<file path="src/rtl/product_accumulator_pkg.sv">
// Shared widths and FSM encoding for the multiplier/accumulator datapath.
package product_accumulator_pkg;
    localparam int PROD_W_DEF = 8;
    localparam int ACC_W_DEF  = 16;
    localparam int CNT_W_DEF  = 4;

    localparam logic [1:0] ST_IDLE  = 2'd0;
    localparam logic [1:0] ST_ACCUM = 2'd1;
    localparam logic [1:0] ST_DONE  = 2'd2;
endpackage

</file>
<file path="src/rtl/product_accumulator_sat_add.sv">
// Combinational saturating add: ACC_W accumulator plus zero-extended PROD_W operand.
module sat_add #(
    parameter int ACC_W  = 16,
    parameter int PROD_W = 8
) (
    input  logic [ACC_W-1:0]  acc,
    input  logic [PROD_W-1:0] operand,
    output logic [ACC_W-1:0]  sum,
    output logic              carry
);
    logic [ACC_W:0] wide;

    assign wide  = {1'b0, acc} + (ACC_W + 1)'(operand);
    assign carry = wide[ACC_W];
    // Clamp to all-ones on carry-out so the sum never wraps.
    assign sum   = carry ? {ACC_W{1'b1}} : wide[ACC_W-1:0];
endmodule

</file>
<file path="src/rtl/product_accumulator.sv">
// Accumulates a programmed number of multiplier products into a saturating sum
// and hands the result downstream with a valid/ready handshake.
module product_accumulator
    import product_accumulator_pkg::*;
#(
    parameter int PROD_W = PROD_W_DEF,
    parameter int ACC_W  = ACC_W_DEF,
    parameter int CNT_W  = CNT_W_DEF
) (
    input  logic              clk,
    input  logic              rst,
    input  logic              clear,
    input  logic              start,
    input  logic [CNT_W-1:0]  len,
    input  logic              in_valid,
    output logic              in_ready,
    input  logic [PROD_W-1:0] in_prod,
    output logic              out_valid,
    input  logic              out_ready,
    output logic [ACC_W-1:0]  out_acc,
    output logic [CNT_W-1:0]  out_cnt,
    output logic              out_ovf,
    output logic [1:0]        state
);
    // Handshakes: a transfer happens on a rising edge where valid and ready are
    // both 1; ready/valid here are decoded from state only, never from the peer.
    logic [CNT_W-1:0] len_q;
    logic [CNT_W-1:0] cnt_inc;
    logic [ACC_W-1:0] sum;
    logic             carry;

    sat_add #(
        .ACC_W (ACC_W),
        .PROD_W(PROD_W)
    ) u_sat_add (
        .acc    (out_acc),
        .operand(in_prod),
        .sum    (sum),
        .carry  (carry)
    );

    assign cnt_inc   = out_cnt + CNT_W'(1);
    assign in_ready  = (state == ST_ACCUM);
    assign out_valid = (state == ST_DONE);

    always_ff @(posedge clk) begin
        if (rst) begin
            state   <= ST_IDLE;
            len_q   <= '0;
            out_acc <= '0;
            out_cnt <= '0;
            out_ovf <= 1'b0;
        end else if (clear) begin
            state   <= ST_IDLE;
            out_acc <= '0;
            out_cnt <= '0;
            out_ovf <= 1'b0;
        end else begin
            case (state)
                ST_IDLE: begin
                    if (start) begin
                        out_acc <= '0;
                        out_cnt <= '0;
                        out_ovf <= 1'b0;
                        len_q   <= len;
                        state   <= (len != '0) ? ST_ACCUM : ST_DONE;
                    end
                end
                ST_ACCUM: begin
                    if (in_valid) begin
                        out_acc <= sum;
                        out_cnt <= cnt_inc;
                        out_ovf <= out_ovf | carry;
                        if (cnt_inc == len_q) state <= ST_DONE;
                    end
                end
                ST_DONE: begin
                    if (out_ready) state <= ST_IDLE;
                end
                default: state <= ST_IDLE;
            endcase
        end
    end
endmodule

</file>
<file path="config.mk">
export PLATFORM = sky130hd
export DESIGN_NAME = product_accumulator
export DESIGN_NICKNAME = d
export VERILOG_FILES = /design/src/rtl/product_accumulator_pkg.sv /design/src/rtl/product_accumulator_sat_add.sv /design/src/rtl/product_accumulator.sv
export SDC_FILE = /design/constraint.sdc
export NUM_CORES = 1
export LEC_CHECK = 0
export ABC_AREA = 0
export CAP_MARGIN = 20
export CORE_ASPECT_RATIO = 1.5
export CORE_MARGIN = 5
export CORE_UTILIZATION = 44
export DETAILED_ROUTE_END_ITERATION = 7
export PLACE_DENSITY = 0.83
export SYNTH_ARGS = -nofsm -noshare
export SYNTH_HDL_FRONTEND = slang
export SYNTH_SLANG_ARGS = --single-unit
</file>
<file path="constraint.sdc">
create_clock -name clk -period 2.35 [get_ports clk]
set_clock_uncertainty 0.1 [all_clocks]
set_input_delay 0.235 -clock clk [delete_from_list [all_inputs] [get_ports clk]]
set_output_delay 0.235 -clock clk [all_outputs]
set_load 0.02 [all_outputs]
</file>
# Word-level counts from Yosys, hierarchy flattened
# Cells that the tools add are included.
[word_totals]
ff_bits = 27
input_bits = 18
out_inout_bits = 25
elab_cells = 39
[op_classes]
n_addsub = 2
eq_ne = 7
muxes = 16
bitwise_logic = 2
n_reduce_logical = 7
[op_table]
columns = ["operator", "count"]
rows = [
  ["$mux 16", 3],
  ["$pmux 16 s2", 1],
  ["$add 16x8->17", 1],
  ["$mux 2", 5],
  ["$mux 4", 2],
  ["$pmux 4 s2", 1],
  ["$pmux 2 s3", 1],
  ["$reduce_and 3->1", 2],
  ["$add 4x1->4 const B", 1],
  ["$eq 4x4->1", 1],
  ["$ne 2x1->1 const B", 2],
  ["$ne 2x2->1 const B", 2],
  ["$reduce_and 4->1", 1],
  ["$reduce_bool 4->1", 1],
  ["$eq 2x1->1 const B", 1],
  ["$eq 2x2->1 const B", 1],
  ["$logic_not 2->1", 1],
  ["$mux 1", 2],
  ["$pmux 1 s2", 1],
  ["$reduce_bool 2->1", 1],
  ["$reduce_or 2->1", 1],
  ["$not 1->1", 1],
  ["$or 1x1->1", 1],
]

# Logic depth before layout (Yosys ltp)
[depth]
word_depth = 5
depth_mapped = 7

# Cells and area by module
# Synthesis repeated with hierarchy kept, for this count alone.
[unflattened]
cells_unflattened = 209
hier_area_um2 = 1791.7
[by_module_without_submodules]
columns = ["module", "instances", "cells_per_inst", "area_per_inst_um2"]
rows = [
  ["product_accumulator", 1, 118, 1112.3],
  ["sat_add", 1, 91, 679.4],
]

# Worst setup path after synthesis
# Ideal clock, no wire load.
[synth_path]
path_kind = "register -> register"
start = "reg out_acc[0]"
end = "reg out_acc[11]"
setup_time_ps = 117
t_arrival_ps = 2133
t_required_ps = 2133
slack_ps = 0
path_stages_with_launch = 8
path_buffers = 0
synth_period_minus_slack_ps = 2350
cell_sequence = "dfxtp_1 -> ha_1 -> fa_1 -> a21o_1 -> a221oi_4 -> a2111oi_4 -> o21bai_1 -> a22o_1"
[synth_between]
elab_chain_len = 4
[synth_lines]
columns = ["element", "line", "source"]
rows = [
  ["start: declaration", "product_accumulator.sv:20", "output logic [ACC_W-1:0] out_acc,"],
  ["start signal: assignment", "product_accumulator.sv:71", "out_acc <= sum;"],
  ["$add 16x8->17", "product_accumulator_sat_add.sv:13", "assign wide = {1'b0, acc} + (ACC_W + 1)'(operand);"],
  ["$mux 16", "product_accumulator_sat_add.sv:16", "assign sum = carry ? {ACC_W{1'b1}} : wide[ACC_W-1:0];"],
  ["$mux 16", "product_accumulator.sv:70", "if (in_valid) begin"],
  ["$pmux 16 s2", "product_accumulator.sv:59", "case (state)"],
]
# Every way passes these cells. The select of a mux whose other input is x is not followed.
# A chain may end at the register's enable or synchronous reset.

# Worst setup path after layout
[layout_path]
start = "in in_prod[0]"
end = "reg out_acc[11]"
[layout_between]
elab_chain_len = 4
[layout_lines]
columns = ["element", "line", "source"]
rows = [
  ["start: declaration", "product_accumulator.sv:17", "input logic [PROD_W-1:0] in_prod,"],
  ["$add 16x8->17", "product_accumulator_sat_add.sv:13", ""],
  ["$mux 16", "product_accumulator_sat_add.sv:16", ""],
  ["$mux 16", "product_accumulator.sv:70", ""],
  ["$pmux 16 s2", "product_accumulator.sv:59", ""],
]
# Every way passes these cells. The select of a mux whose other input is x is not followed.

==> flow_metrics.py <==
metrics = {
    "sta": {
        "final.period_utilization_pct": 96.7,
        "rsz0062_at_grt": "false",
        "post-route-min-period_ns": 2.27,
        "slew-limit-headroom_pct": 67.7,
        "tightest_slew_ns": 0.482,
        "report.final.hold_viol_count": 0,
        "slew_viol_final": 0,
        "max_freq_mhz": 440,
        "setup_violations": 0,
        "setup_slack_ns": 0.0774,
    },
    "die": {
        "num_rows": 27,
        "fp.dieW_microns": 61,
        "die_y_microns": 86.5,
        "io-pin-count": 43,
        "core-area_sq_um": 3720,
        "initial_utilization_pct": 46.2,
        "die-area_sq_um": 5280,
    },
    "cells_and_area": {
        "layout_common_cells": "clkdlybuf4s50_1, a21oi_1, dfxtp_1, buf_4, nand2_1",
        "nets": 296,
        "drive_above_1_share_pct": 14.2,
        "fill_cells": 325,
        "final_common_cell": "clkdlybuf4s50_1",
        "n_antenna_cell": 0,
        "fin_util_pct": 63.9,
        "syn_to_final_growth_pct": 38.3,
        "instances_no_fill": 310,
    },
    "yosys": {
        "synthArstFlopShare_pct": 0,
        "ys_ff_latch": 27,
        "syn_nets": 234,
        "ys_warn_count": 0,
        "synth_area_leaders": "dfxtp_1, a21oi_1, ha_1, nand2_1, xnor2_1",
        "syn_avg_cell_area_sq_um": 8.33,
        "synth_enable_flop_cells": 0,
        "synthDistinctLibCells": 42,
        "yosys.area.top_type": "dfxtp_1",
        "yosysSeqAreaShare_pct": 31.5,
        "synthFlopType": "dfxtp_1",
        "syn_inst": 206,
        "synth_top_area_share_pct": 31.5,
        "netlist_area_sq_um": 1720,
    },
    "setup_path": {
        "reg2reg_from": "out_acc[0]",
        "arrival_ns": 2.34,
        "cp-end-kind": "register",
        "required_ns": 2.42,
        "cp_max_fo": 7,
        "crit_path_start_kind": "input pin",
        "critical_path_class": "input pin to register",
        "r2r_end": "out_acc[11]",
        "reg2reg_slack_ns": 0.14,
        "rr_worst_depth": 7,
    },
    "clock_network": {
        "htree_levels": 1,
        "clk_pin_slew_ns": 0.09,
        "ctsHoldBuffers": 0,
        "root_buffer": "clkbuf_8",
        "clk_latency_ns": 0.27,
        "cts_tree": "yes",
        "cts_made_buffers": 3,
        "cts_sinks": 27,
        "clock_path_buffers": 2,
    },
    "placement": {
        "hpwl_mm": 3.48,
        "numPortBuffers": 42,
        "dp_slack_ns": -0.268,
        "place_inst": 305,
        "globalplace.congestion": 0.866,
    },
    "routing": {
        "drc": 0,
        "first_pass_iters": 4,
        "routed_wl_mm": 4.41,
        "drtAntennaViolNets": 0,
        "viasPerCell": 5.74,
        "vias": 1778,
        "drt_iter0_drc": 49,
        "avgRoutedWirePerCell_microns": 14.2,
    },
    "outcome": {
        "outcome": "complete, no violations",
    },
    "hold_path": {
        "hold_class": "register to register",
        "min-delay-start": "len_q[2]",
        "holdPathEnd": "len_q[2]",
        "whs_path_depth": 2,
    },
    "global_route": {
        "grt_overflow": 0,
        "grt_pass1_vias": 1697,
        "antenna_found_initial": 0,
        "grt_pass1_wl_mm": 7.44,
        "grt_max_degree": 16,
        "grt.total_usage_pct": 17.9,
    },
    "job": {
        "cap_viol_max_count": 0,
    },
    "pwr": {
        "p_leak_nw": 0.906,
        "power_density_nw_per_um2": 373,
        "ir_worst_vdd_mv": 0.286,
    },
}
-- cells by family (layout without fill, tap and decap cells) --
| kind of cell | after synthesis | after routing | share of synthesized area, % |
|---|---|---|---|
| compound gates | 66 | 66 | 26.2 |
| xor+xnor | 12 | 12 | 6.12 |
| fa+ha+maj | 10 | 10 | 7.73 |
| buf+inv | 6 | 67 | 1.89 |
| flops | 27 | 27 | 31.5 |
| mux | 4 | 4 | 2.41 |
| simple gates | 81 | 81 | 24.1 |
-- how the worst max path moves through the flow --
stage,start,end,slack (ns),cells after the start
after CTS,in_prod[0],out_acc[14],0.02,9
final,in_prod[0],out_acc[11],0.08,8
after global placement,in_prod[0],out_acc[11],-0.20,8
after global routing,in_prod[1],out_acc[9],0.01,8
after floorplan,out_acc[0],out_acc[11],0.0004,7
after detailed placement,in_prod[0],out_acc[14],-0.27,9
-- Yosys cell counts (2+ instances only) --
master and number:
a211oi_1 5, a21o_1 5, a21oi_1 28, and3_1 3
and3_2 2, clkbuf_1 5, dfxtp_1 27, ha_1 9
mux2i_1 3, nand2_1 19, nand3_1 12, nand3b_1 3
nor2_1 14, nor2b_1 4, nor3_1 11, nor3b_1 2
o2111ai_1 2, o211ai_1 5, o21ai_0 12, or2_2 2
or3_1 2, xnor2_1 7, xor2_1 5
-- state kept, by name, summed over array words and instances (netlist names) --
register  count
out_ovf       1
out_acc      16
len_q         4
state         2
out_cnt       4
-- cell type report --
cell class              instances  area, sq um  share of cell area [%]
clock inverters                 1         5.00                   0.211
repair buffers                 63          582                    24.5
clock buffers                   3         41.3                    1.74
flip-flops and latches         27          541                    22.8
multi-input cells             173         1150                    48.5
well taps                      43         53.8                    2.27
-- through the flow --
step / setup TNS, ns / power, mW / hold slack, ns / cell area [sq um]
final: 0 / 0.885 / 0.394 / 2370
after global routing: 0 / 0.928 / 0.432 / 2370
after CTS: 0 / 0.891 / 0.396 / 2350
after detailed placement: -2.90 / 0.631 / 0.383 / 2310
after global placement: -2.09 / 0.628 / 0.374 / 2310
after floorplan: 0 / 0.557 / 0.204 / 1720
-- worst max-delay path, cell delays in order --
cell and delay, ns:
clkdlybuf4s50_1 0.41, ha_1 0.23, fa_2 0.37, a21o_1 0.21
a221oi_4 0.32, a2111oi_4 0.16, o21bai_1 0.19, a22o_1 0.23
-- per-layer routing --
| layer | wire length, microns | vias up | GRT usage [%] |
|---|---|---|---|
| met3 | 163 | 9 | 1.49 |
| met2 | 2290 | 44 | 30.7 |
| met5 | 0 | - | 0 |
| met4 | 106 | 0 | 7.69 |
| li1 | - | 890 | - |
| met1 | 1850 | 835 | 22.0 |
-- power breakdown --
group          leakage (nW)  internal, mW  switching (mW)
clock network        0.0255         0.119           0.143
logic                 0.662        0.0783          0.0752
registers             0.218         0.463         0.00586
-- repair_timing --
action | 4_1_cts | 5_1_grt
buffers inserted | 0 | 1
endpoints found under the hold margin | 0 | 0
gates resized for setup | 0 | 3
setup endpoints to repair | 0 | 7
No activity file was read; power rests on OpenSTA's default activity.
